## config.mk

```make
export PLATFORM = sky130hd
export DESIGN_NAME = branch_predictor
export DESIGN_NICKNAME = d
export VERILOG_FILES = /design/src/rtl/branch_predictor_pkg.sv /design/src/rtl/sat_counter2.sv /design/src/rtl/branch_predictor.sv
export SDC_FILE = /design/constraint.sdc
export NUM_CORES = 1
export LEC_CHECK = 0
export BUFFER_PORTS_ARGS = -buffer_cell sky130_fd_sc_hd__buf_2
export CORE_MARGIN = 5
export CORE_UTILIZATION = 50
export DETAILED_ROUTE_END_ITERATION = 16
export MAX_ROUTING_LAYER = met4
export PLACE_DENSITY = 0.68
export SLEW_MARGIN = 20
export SYNTH_ARGS = -nofsm -noshare
export SYNTH_HDL_FRONTEND = slang
export SYNTH_SLANG_ARGS = --single-unit
```

## constraint.sdc

```tcl
create_clock -name clk -period 7.7 [get_ports clk]
set_input_delay 1.155 -clock clk [delete_from_list [all_inputs] [get_ports clk]]
set_output_delay 1.155 -clock clk [all_outputs]
set_load 0.02 [all_outputs]
```

## src/rtl/branch_predictor_pkg.sv

```systemverilog
// Shared definitions for the fetch-stage branch predictor.
//   - LoongArch32 major-opcode constants (inst[31:26]) used by decode
//   - reset value of the 2-bit direction counters (weakly not-taken)
//   - WORD: datapath width
//   - br_class_e / decode_op: classify a fetched instruction
package branch_predictor_pkg;

    localparam int WORD = 32;

    localparam logic [5:0] OP_B    = 6'b010100;
    localparam logic [5:0] OP_BL   = 6'b010101;
    localparam logic [5:0] OP_JIRL = 6'b010011;
    localparam logic [5:0] COND_LO = 6'b010110;   // BEQ
    localparam logic [5:0] COND_HI = 6'b011011;   // BGEU

    localparam logic [1:0] CTR_RST = 2'b01;

    typedef enum logic [1:0] {
        BR_NONE,
        BR_DIRECT,
        BR_COND,
        BR_JIRL
    } br_class_e;

    function automatic br_class_e decode_op(input logic [5:0] op);
        if (op == OP_B || op == OP_BL) begin
            return BR_DIRECT;
        end else if (op == OP_JIRL) begin
            return BR_JIRL;
        end else if (op >= COND_LO && op <= COND_HI) begin
            return BR_COND;
        end else begin
            return BR_NONE;
        end
    endfunction

endpackage

```

## src/rtl/sat_counter2.sv

```systemverilog
// 2-bit saturating up/down counter, one BHT entry.
// Ports:
//   clk   - core clock
//   rstn  - asynchronous active-low reset, loads RST_VAL
//   en    - step the counter this cycle
//   up    - 1: increment (saturate at 2'b11), 0: decrement (saturate at 2'b00)
//   cnt   - current counter value
module sat_counter2
    import branch_predictor_pkg::*;
#(
    parameter logic [1:0] RST_VAL = CTR_RST
) (
    input  logic       clk,
    input  logic       rstn,
    input  logic       en,
    input  logic       up,
    output logic [1:0] cnt
);

    always_ff @(posedge clk or negedge rstn) begin
        if (!rstn) begin
            cnt <= RST_VAL;
        end else if (en) begin
            if (up) begin
                if (cnt != 2'b11) cnt <= cnt + 2'd1;
            end else begin
                if (cnt != 2'b00) cnt <= cnt - 2'd1;
            end
        end
    end

endmodule

```

## src/rtl/branch_predictor.sv

```systemverilog
// Fetch-stage branch predictor for the LoongArch32 core.
// Decodes the fetched instruction and produces a same-cycle taken/target
// prediction; tables are trained from the execute-stage resolution port.
//   B/BL        : always taken, PC + sext({inst[9:0],inst[25:10],2'b00})
//   conditional : taken iff BHT counter MSB is set, PC + sext({inst[25:10],2'b00})
//   JIRL        : BTB hit -> taken to stored target, otherwise PC+4
//   other       : not taken, PC+4
// Optional feature macro: BRANCH_PRED_BTB_EN enables the JIRL target buffer.
// Without it JIRL is always predicted not taken and JIRL updates are dropped.
// Ports:
//   clk, rstn                 - clock, asynchronous active-low reset
//   PC, ICache_ready, inst    - fetch lookup inputs
//   pre_taken, pre_pc         - combinational prediction
//   upd_valid, upd_pc, upd_is_cond, upd_is_jirl, upd_taken, upd_target
//                             - resolution/training port, written at clk edge
module branch_predictor
    import branch_predictor_pkg::*;
#(
    parameter int BHT_IDX_W = 6,
    parameter int BTB_IDX_W = 4,
    parameter int BTB_TAG_W = 8
) (
    input  logic            clk,
    input  logic            rstn,
    input  logic [WORD-1:0] PC,
    input  logic            ICache_ready,
    input  logic [WORD-1:0] inst,
    output logic            pre_taken,
    output logic [WORD-1:0] pre_pc,
    input  logic            upd_valid,
    input  logic [WORD-1:0] upd_pc,
    input  logic            upd_is_cond,
    input  logic            upd_is_jirl,
    input  logic            upd_taken,
    input  logic [WORD-1:0] upd_target
);

    localparam int BHT_N = 1 << BHT_IDX_W;

    // ---------------------------------------------------------------
    // Direction table
    // ---------------------------------------------------------------
    logic [1:0]           bht_cnt [BHT_N];
    logic [BHT_IDX_W-1:0] bht_lk_idx;
    logic [BHT_IDX_W-1:0] bht_upd_idx;
    logic                 bht_upd;

    assign bht_lk_idx  = PC[BHT_IDX_W+1:2];
    assign bht_upd_idx = upd_pc[BHT_IDX_W+1:2];
    assign bht_upd     = upd_valid && upd_is_cond;

    for (genvar g = 0; g < BHT_N; g++) begin : g_bht
        sat_counter2 #(
            .RST_VAL (CTR_RST)
        ) u_ctr (
            .clk  (clk),
            .rstn (rstn),
            .en   (bht_upd && (bht_upd_idx == BHT_IDX_W'(g))),
            .up   (upd_taken),
            .cnt  (bht_cnt[g])
        );
    end

    // ---------------------------------------------------------------
    // JIRL target buffer
    // ---------------------------------------------------------------
`ifdef BRANCH_PRED_BTB_EN
    localparam int BTB_N = 1 << BTB_IDX_W;

    logic                 btb_valid [BTB_N];
    logic [BTB_TAG_W-1:0] btb_tag   [BTB_N];
    logic [WORD-3:0]      btb_tgt   [BTB_N];

    logic [BTB_IDX_W-1:0] btb_lk_idx;
    logic [BTB_TAG_W-1:0] btb_lk_tag;
    logic [BTB_IDX_W-1:0] btb_upd_idx;
    logic [BTB_TAG_W-1:0] btb_upd_tag;
    logic                 btb_hit;

    assign btb_lk_idx  = PC[BTB_IDX_W+1:2];
    assign btb_lk_tag  = PC[BTB_IDX_W+BTB_TAG_W+1:BTB_IDX_W+2];
    assign btb_upd_idx = upd_pc[BTB_IDX_W+1:2];
    assign btb_upd_tag = upd_pc[BTB_IDX_W+BTB_TAG_W+1:BTB_IDX_W+2];
    assign btb_hit     = btb_valid[btb_lk_idx] && (btb_tag[btb_lk_idx] == btb_lk_tag);

    always_ff @(posedge clk or negedge rstn) begin
        if (!rstn) begin
            for (int i = 0; i < BTB_N; i++) begin
                btb_valid[i] <= 1'b0;
                btb_tag[i]   <= '0;
                btb_tgt[i]   <= '0;
            end
        end else if (upd_valid && upd_is_jirl && upd_taken) begin
            btb_valid[btb_upd_idx] <= 1'b1;
            btb_tag[btb_upd_idx]   <= btb_upd_tag;
            btb_tgt[btb_upd_idx]   <= upd_target[WORD-1:2];
        end
    end
`endif

    // Not every address bit feeds an index or tag, and the BTB port and
    // parameters are dead when the buffer is compiled out.
    logic unused_bits;
    assign unused_bits = ^{PC, upd_pc, upd_target, upd_is_jirl, 32'(BTB_IDX_W + BTB_TAG_W)};

    // ---------------------------------------------------------------
    // Decode and prediction
    // ---------------------------------------------------------------
    br_class_e       cls;
    logic [WORD-1:0] offs_direct;
    logic [WORD-1:0] offs_cond;
    logic [WORD-1:0] pc_plus4;

    assign cls         = decode_op(inst[31:26]);
    assign offs_direct = {{4{inst[9]}}, inst[9:0], inst[25:10], 2'b00};
    assign offs_cond   = {{14{inst[25]}}, inst[25:10], 2'b00};
    assign pc_plus4    = PC + 32'd4;

    // Gated by rstn so nothing is predicted taken while the core is held in reset.
    always_comb begin
        pre_taken = 1'b0;
        pre_pc    = pc_plus4;
        if (rstn && ICache_ready) begin
            case (cls)
                BR_DIRECT: begin
                    pre_taken = 1'b1;
                    pre_pc    = PC + offs_direct;
                end
                BR_COND: begin
                    if (bht_cnt[bht_lk_idx][1]) begin
                        pre_taken = 1'b1;
                        pre_pc    = PC + offs_cond;
                    end
                end
`ifdef BRANCH_PRED_BTB_EN
                BR_JIRL: begin
                    if (btb_hit) begin
                        pre_taken = 1'b1;
                        pre_pc    = {btb_tgt[btb_lk_idx], 2'b00};
                    end
                end
`endif
                default: begin
                    pre_taken = 1'b0;
                    pre_pc    = pc_plus4;
                end
            endcase
        end
    end

endmodule

```

Word level (Yosys, flattened, before mapping). Cells that the tools add are included.

Register bits: 128. Word-level logic and storage cells: 860. Output and inout port bits: 33. Input port bits: 135.

Add/subtract/negate cells: 131. Eq/ne operators: 196. Order comparisons: 3. Bitwise operators: 1. Mux-type cells: 204. Reductions and logical operators: 261.

Operator list (count): $mux W2 (197); $reduce_bool A2 Y1 (128); $eq A6 B6 Y1 const B (32); $reduce_and A3 Y1 (64); $add A2 B1 Y2 const B (64); $ne A2 B1 Y1 const B (64); $ne A2 B2 Y1 const B (64); $sub A2 B1 Y2 const B (64); $eq A6 B5 Y1 const B (19); $logic_and A1 B1 Y1 (67); $add A32 B32 Y32 (2); $mux W32 (2); $pmux W32 S2 (1); $eq A6 B4 Y1 const B (8); $add A32 B3 Y32 const B (1); $eq A6 B3 Y1 const B (4); $bmux W2 S6 (1); $eq A6 B2 Y1 const B (2); $ge A7 B7 Y1 const B (1); $not A6 Y7 (1); $eq A6 B1 Y1 const B (1); $ge A6 B5 Y1 const B (1); $le A6 B5 Y1 const B (1); $logic_not A6 Y1 (1); 5 further kinds (6).

Depth between registers and ports, before layout. Gate-level depths: netlist (run 1).

Depth in word-level cells: 8. Mapped depth: 14. Gate-level depth less buffers: 12.

By module. Synthesis (run 1) repeated with hierarchy kept, for this count alone.

Cell total of the unflattened synthesis: 1087. Area total of the unflattened synthesis: 10201.0 um2.

Modules (own cells, without submodules): sat_counter2 (cells each 8, instances 64, area each 96.3 um2, seq. area each 51.3 um2); branch_predictor (cells each 575, instances 1, area each 4035.1 um2, seq. area each 0.0 um2).

Worst setup path before layout (run 1). OpenSTA, ideal clock, no wires.

Kind: input -> output. Start: input port PC[2]. End: output port pre_pc[26]. Path slack: 2718 ps. Buffers on the path: 0. Arrival: 3827 ps. Stages: 12. Required time: 6545 ps. Cells stage by stage: ha_1 > inv_1 > fa_1 > nor2b_1 > o31a_1 > o21ai_0 > a21oi_1 > a41oi_1 > o21ai_0 > a21boi_0 > xor2_1 > o21ai_0.

Longest elaborated chain between the ends: 7. Elaborated cells between the ends (all ways): 10. Those cells by class: add/sub: 3; mux: 6; bitwise: 1.

Ends and longest elaborated chain: from (decl) (line branch_predictor.sv:25) `input logic [WORD-1:0] PC,`; branches (longest 6 deep; another with $add A32 B3 Y32); $mux W32 (*) (line branch_predictor.sv:123) `if (rstn && ICache_ready) begin`; to (decl) (line branch_predictor.sv:29) `output logic [WORD-1:0] pre_pc,`.

Mark *: on every way between the ends. The select of a mux whose other input is x is not followed.

Worst setup path after layout (run 1).
Start: input port PC[4]. End: output port pre_pc[28].

Same word-level chain as after synthesis.

==> metrics.md, run 1 <==
| Metric | Value |
|---|---|
| Status | completed |
| Setup-failing EPs final | 0 |
| Worst hold start | g_bht[62].u_ctr.cnt[0] |
| Residual DRC | 0 |
| R2r startpoint | g_bht[18].u_ctr.cnt[0] |
| Num CTS Buffers | 17 |
| Post-synthesis register bit count | between 100 and 150 |
| Fin. max-slew vios | 0 |
| Worst rel slew slack | between 30 and 40% |
| Vias in the first global route | around 9600 |
| Post-synth EDFFs | 0 |
| Net Sw Frac | 28.3% |
| IO buf count | approximately 100 |
| Initial antenna violation count | 1 |
| # clock sinks | 128 |
| Share of cells above drive strength 1 | 17.8% |
| Core area | approximately 21000 um^2 |
| PD cells | around 160 nW/um^2 |
| Worst-path clk slew | about 60 ps |
| Max VDD drop | 0.145 mV |
| Synth Instances | 1444 |
| RD Place Congestion | 0.875 |
| Iter 0 DRT Violations | approximately 660 |
| HP Class | reg -> reg |
| Fin crit period | 5920 ps |
| Required time worst endpoint | 6550 ps |
| Congestion Overflow GR | 0 |
| Setup bufs post-CTS | 0 |
| Critical path's largest stage delay | 510 ps |
| Largest registers | g_bht.u_ctr.cnt: 128 flops |
| Pre-antenna DRT Iters | 5 |
| Crit. Startpoint | PC[4] |
| Syn Area/Cell | 7.41 um^2 |
| Hold_buf cts | 0 |
| Final Skew | 5.07 ps |
| Design Power | 1920 uW |
| Post-Syn Nets | 1623 |
| Yosys top cell area share | 15.7% |
| Synth top area cells | dfstp_2 16%, dfrtp_1 15%, a21oi_1 10% |
| Die area | 24400 um^2 |
| Sequential power share | 36.1% |
| Worst-Margin Slew | 1050 ps |
| DR vias | around 10000 |
| Setup crit start kind | input port |
| Max clock buf depth | 2 |
| Initial Util | 50.9% |
| Antenna Nets Post-Route | 0 |
| Top cell type by total area after synthesis | dfstp_2 |
| Netlist cell types | 62 |
| First-pass GRT wire length | 46400 um |
| CP Capture Type | output port |
| Ys Warns | 0 |
| Post_cts resized | 0 |
| Final WL | 28200 um |
| Net Switching | between 500 and 600 uW |
| RSZ-0062 raised after global routing | false |
| F_max | 169 MHz |
| Cell breakdown of the critical path | buf_2 > ha_1 > nor2b_1 > o31a_1 > o21ai_0 > a21oi_1 > a221oi_2 > nor3_1 > or4_1 > a31oi_1 > o21ai_0 > buf_2 |
| Hold Vio Cnt, Final | 0 |
| Area Overhead vs Synth | 11.8% |
| Post-synthesis sequential area ratio | 30.7% |
| WL/cell | about 16 um |
| Total GRT Usage | 23.7% |
| Crit path kind | in -> out |
| Max reg flops | 128 |
| Worst-skew pair later-pin latency | 430 ps |
| Nets | 1692 |
| Clock power share | 43.7% |
| Logic pwr share | 20.1% |
| Most flops, register | g_bht.u_ctr.cnt |
| Worst setup margin | 1780 ps |
| Pint | 1380 uW |
| Die H | 156 um |
| Root Buffer | clkbuf_16 |
| I/O pins | about 170 |
| Post-synth design cell area | 10700 um^2 |
| Die width | 156 um |
| Setup TNS | 0 ps |
| Worst-path fanout max | 22 |
| CTS H-tree depth | 4 |
| Main synth FF type | dfstp_2 |
| CTS tree | done |
| Vias per Instance | 5.73 |
| Pleak | approximately 0.005 uW |
| Max_cap viols | 0 |
| Rows | 53 |
| Hpwl dp | 20200 um |
| Largest net degree at the start of global routing | 121 |
| Crit share post-route | 76.9% |
| Pre-CTS setup slack | 1800 ps |
| Async SR Flop Fraction | between 90% and 100% |
| CP max stage cell | a221oi_2 |
| Critical Path AT | approximately 4800 ps |
-- layout by cell type, fill, tap and decap left out, drive strengths merged, types with 3 or more instances in the layout --
cell,count
nand2b,10
dfrtp,64
and2,17
o21a,6
nor2b,10
buf,109
a31oi,19
and4,3
or2,48
a221o,3
or3,47
o21ai,72
inv,30
dfstp,64
nand2,163
clkbuf,21
a22oi,4
nor3b,3
o21bai,3
nor2,276
ha,43
mux4,14
and3,11
mux2i,14
bufinv,3
o211ai,8
xnor2,38
nand4,14
nor3,58
a21o,23
nand3,45
clkinv,6
a21oi,215
a211o,4
nand3b,3
o31ai,4
xor2,28
-- worst max-delay path: cells and delay by family --
kind	cells	cell delay [ps]
buf+inv	2	650
simple gates	3	860
compound gates	6	1720
fa+ha+maj	1	380
-- logic make-up (layout without fill, tap and decap cells) --
group	Yosys count	count (layout)	share of synthesized area, %
mux	29	29	4.64
xor+xnor	66	66	5.40
compound gates	379	379	20.1
other cells	0	1	0
simple gates	709	709	30.2
buf+inv	89	171	3.77
fa+ha+maj	44	44	5.21
flops	128	128	30.7
-- final cells by class --
type	instances	area [um^2]
Clock inverter	11	135
Tap cell	275	344
Multi-Input combinational cell	1227	7030
Timing Repair Buffer	109	589
Fill cell	1951	9050
Inverter	30	113
Sequential cell	128	3280
Clock buffer	21	480
Antenna cell	1	2.50
-- Yosys cell counts (28+ instances only) --
cell / instances
clkbuf_1: 44
or3_1: 47
ha_1: 43
a21oi_1: 214
or2_2: 48
nand2_1: 163
inv_1: 29
dfstp_2: 64
xnor2_1: 38
dfrtp_1: 64
nand3_1: 45
nor3_1: 58
xor2_1: 28
o21ai_0: 68
nor2_1: 273
-- final timing paths --
kind / to / slack (ps) / cells after the start
min in group asynchronous: g_bht[41].u_ctr.cnt[1] / 640 / 1
setup reg to reg: g_bht[18].u_ctr.cnt[1] / 6620 / 3
hold / removal: g_bht[62].u_ctr.cnt[0] / 500 / 2
hold reg to reg: g_bht[62].u_ctr.cnt[0] / 500 / 2
max in group asynchronous: g_bht[39].u_ctr.cnt[1] / 6060 / 2
setup / recovery: pre_pc[28] / 1780 / 12
-- power groups by stage --
stage | combinational (uW) | clock, uW | sequential [uW]
CTS | 386 | 853 | 695
detailed placement | 384 | 0 | 705
finish | 387 | 841 | 695
floorplan | 272 | 0 | 704
global placement | 379 | 0 | 705
global route | 432 | 887 | 696
-- metrics by stage --
| step | instance area, um^2 | instances | util, % | hold slack [ps] |
|---|---|---|---|---|
| floorplan | 10700 | 1444 | - | 476 |
| global placement | 11300 | 1768 | 53.9 | 490 |
| global route | 12000 | 1802 | 57.0 | 522 |
| finish | 12000 | 1802 | 57.0 | 498 |
| detailed placement | 11300 | 1768 | 53.9 | 493 |
| CTS | 11900 | 1800 | 56.8 | 502 |
-- per-layer routing --
metal  routed length [um]  track usage (%)  up-vias
met5                    0                -        -
met2                12900             37.6      239
met4                  594             7.19        0
met1                13100             31.1     4826
li1                     -                -     5220
met3                 1560             4.29       42
(Power assumes the default switching activity.)
==> run 2, diff against run 1 <==
- ABC_AREA: unset -> 1
- PLACE_DENSITY: 0.68 -> 0.7
- clock period: 7.7 -> 5.14 ns (I/O delays scaled with it)
==> metrics.md, run 2 <==
| Metric | Value |
|---|---|
| Status | completed |
| Area Overhead vs Synth | 11.7% |
| Worst-path fanout max | 20 |
| Vias per Instance | about 5.7 |
| RSZ-0062 raised after global routing | false |
| Commonest non-fill, non-tap cell in the layout | nand2_1 |
| Cell Count, Final, Fillers Out | 2239 |
| Required time worst endpoint | 4370 ps |
| Most flops, register | g_bht.u_ctr.cnt |
| Post-Synth Adder-Cell Area | 5.61% |
| Worst-skew pair later-pin latency | 430 ps |
| PD cells | 256 nW/um^2 |
| Residual DRC | 0 |
| Commonest cells post-synth | 523 x nand2_1, 260 x inv_1, 243 x o21ai_0 |
| Root Buffer | clkbuf_16 |
| Die area | 26200 um^2 |
| Rows | 55 |
| IO buf count | 103 |
| Iter 0 DRT Violations | about 1300 |
| Most frequent cells in the layout | 523 x nand2_1, 259 x inv_1, 243 x o21ai_0 |
| Hpwl dp | 31100 um |
| Core area | about 23000 um^2 |
| Congestion Overflow GR | 0 |
| WL/cell | 18.1 um |
| Pleak | 0.00621 uW |
| Critical path's largest stage delay | 550 ps |
| Setup bufs post-CTS | 0 |
| Vias in the first global route | 11800 |
| Post-synthesis simple-gate area fraction | 33.0% |
| CTS H-tree depth | 4 |
| Worst rel slew slack | around a third |
| Crit path kind | in -> out |
| Top cell type by total area after synthesis | nand2_1 |
| Worst-path clk slew | 60 ps |
| Xor/xnor share of the synthesized area | 3.26% |
| Mux cell area share after synthesis | 0% |
| CP max stage cell | fa_1 |
| Netlist cell types | 46 |
| Hold Vio Cnt, Final | 0 |
| Antenna Nets Post-Route | 0 |
| Post-synth EDFFs | 0 |
| Synth Instances | 1848 |
| Synth Area in Compound Gates | between 10% and 20% |
| I/O pins | about 170 |
| Die width | 162 um |
| Final WL | 40600 um |
| Max reg flops | 128 |
| RD Place Congestion | approximately 1.0 |
| Nets | 2118 |
| DR vias | around 13000 |
| Final Skew | between 10 and 15 ps |
| Die H | 162 um |
| Cell breakdown of the critical path | buf_2 > inv_2 > fa_1 > inv_1 > nand3_1 > nand3_1 > nand3_1 > nand2_1 > nand2_1 > nand2_1 > nand2_1 > nand3b_1 > nand3_1 > nand2_1 > nand2_1 > nand2_1 > buf_2 |
| Setup TNS | 0 ps |
| Pre-antenna DRT Iters | 6 |
| Largest registers | g_bht.u_ctr.cnt: 128 flops |
| Setup-failing EPs final | 0 |
| Post-Syn Nets | 2027 |
| Fin crit period | 4540 ps |
| Worst-Margin Slew | 1020 ps |
| Largest net degree at the start of global routing | 73 |
| Max clock buf depth | 2 |
| DP Area | 12300 um^2 |
| Fin. max-slew vios | 0 |
| Total GRT Usage | 31.6% |
| CTS tree | done |
| Max_cap viols | 0 |
| # clock sinks | 128 |
| First-pass GRT wire length | 64000 um |
| Count leader, synth | nand2_1 |
| Main combinational cell family by area after synthesis | simple AND/OR/NAND/NOR gates |
| CP Capture Type | output port |
| Post_cts resized | 0 |
| Yosys top cell area share | 17.0% |
| Final instance area | 12900 um^2 |
| F_max | 220 MHz |
| Async SR Flop Fraction | 100% |
| Post-synthesis sequential area ratio | 28.4% |
| Num CTS Buffers | 17 |
| Ys Warns | 0 |
| Share of cells above drive strength 1 | roughly an eighth |
| Initial Util | 50.9% |
| Hold_buf cts | 0 |
| Synth top area cells | nand2_1 17%, dfstp_2 15%, dfrtp_1 14% |
| Setup crit start kind | input port |
| Dpl cells | between 2000 and 2500 |
| Max VDD drop | 0.190 mV |
| Most used cell, CP | nand2_1 |
| Main synth FF type | dfstp_2 |
| Crit share post-route | 88.3% |
| Initial antenna violation count | 2 |
| Util after Layout | 56.8% |
| Post-synth design cell area | roughly 12000 um^2 |
| Syn Area/Cell | around 6.3 um^2 |
| Post-synthesis register bit count | 128 |
| Critical Path AT | 3770 ps |
| HP Class | reg -> reg |
-- run 2: final timing paths --
| check | startpoint | depth (start not counted) | slack (ps) | endpoint |
|---|---|---|---|---|
| max in group asynchronous | rstn | 3 | 3190 | g_bht[21].u_ctr.cnt[1] |
| hold reg to reg | g_bht[9].u_ctr.cnt[0] | 2 | 490 | g_bht[9].u_ctr.cnt[0] |
| setup / recovery | PC[3] | 17 | 600 | pre_pc[22] |
| min in group asynchronous | rstn | 2 | 590 | g_bht[53].u_ctr.cnt[1] |
| hold / removal | g_bht[9].u_ctr.cnt[0] | 2 | 490 | g_bht[9].u_ctr.cnt[0] |
| setup reg to reg | g_bht[23].u_ctr.cnt[0] | 3 | 4070 | g_bht[23].u_ctr.cnt[0] |
-- run 2: metrics by stage --
stage                     worst slack [ps]  hold WS [ps]  power, uW
after floorplan                       1660           463       1740
after global placement                 747           472       2020
after detailed placement               689           478       2040
after CTS                              688           489       3290
after global routing                   270           507       3480
final                                  604           487       3310
-- run 2: cell type report --
cell class                      count  area (um^2)
Fill cell                        2327         9800
Antenna cell                        2         5.00
Multi-Input combinational cell   1413         7050
Inverter                          263          987
Tap cell                          285          357
Clock inverter                     13          164
Sequential cell                   128         3280
Clock buffer                       19          443
Timing Repair Buffer              116          616
-- run 2: critical path, delay by kind of cell --
| family | cells | cell delay, ps |
|---|---|---|
| adder cells (fa/ha/maj) | 1 | 550 |
| buffers and inverters | 4 | 1030 |
| AND/OR/NAND/NOR | 12 | 1400 |
-- run 2: kinds of logic after synthesis --
logic type                 after synthesis
AOI/OAI and AO/OA                      411
and+or+nand+nor                        906
xor gates and xnor gates                43
adders and majority gates               53
DFF                                    128
buffers and inverters                  307
-- run 2: where the power goes --
group          internal, uW  switching (uW)
clock network           776             488
logic                   262             582
registers              1130            71.6
total                  2170            1140
-- run 2: metal layers --
layer | GRT usage [%] | wire, um
met1 | 46.5 | 19100
met2 | 42.9 | 16400
met3 | 9.41 | 4560
met4 | 6.84 | 555
met5 | - | 0
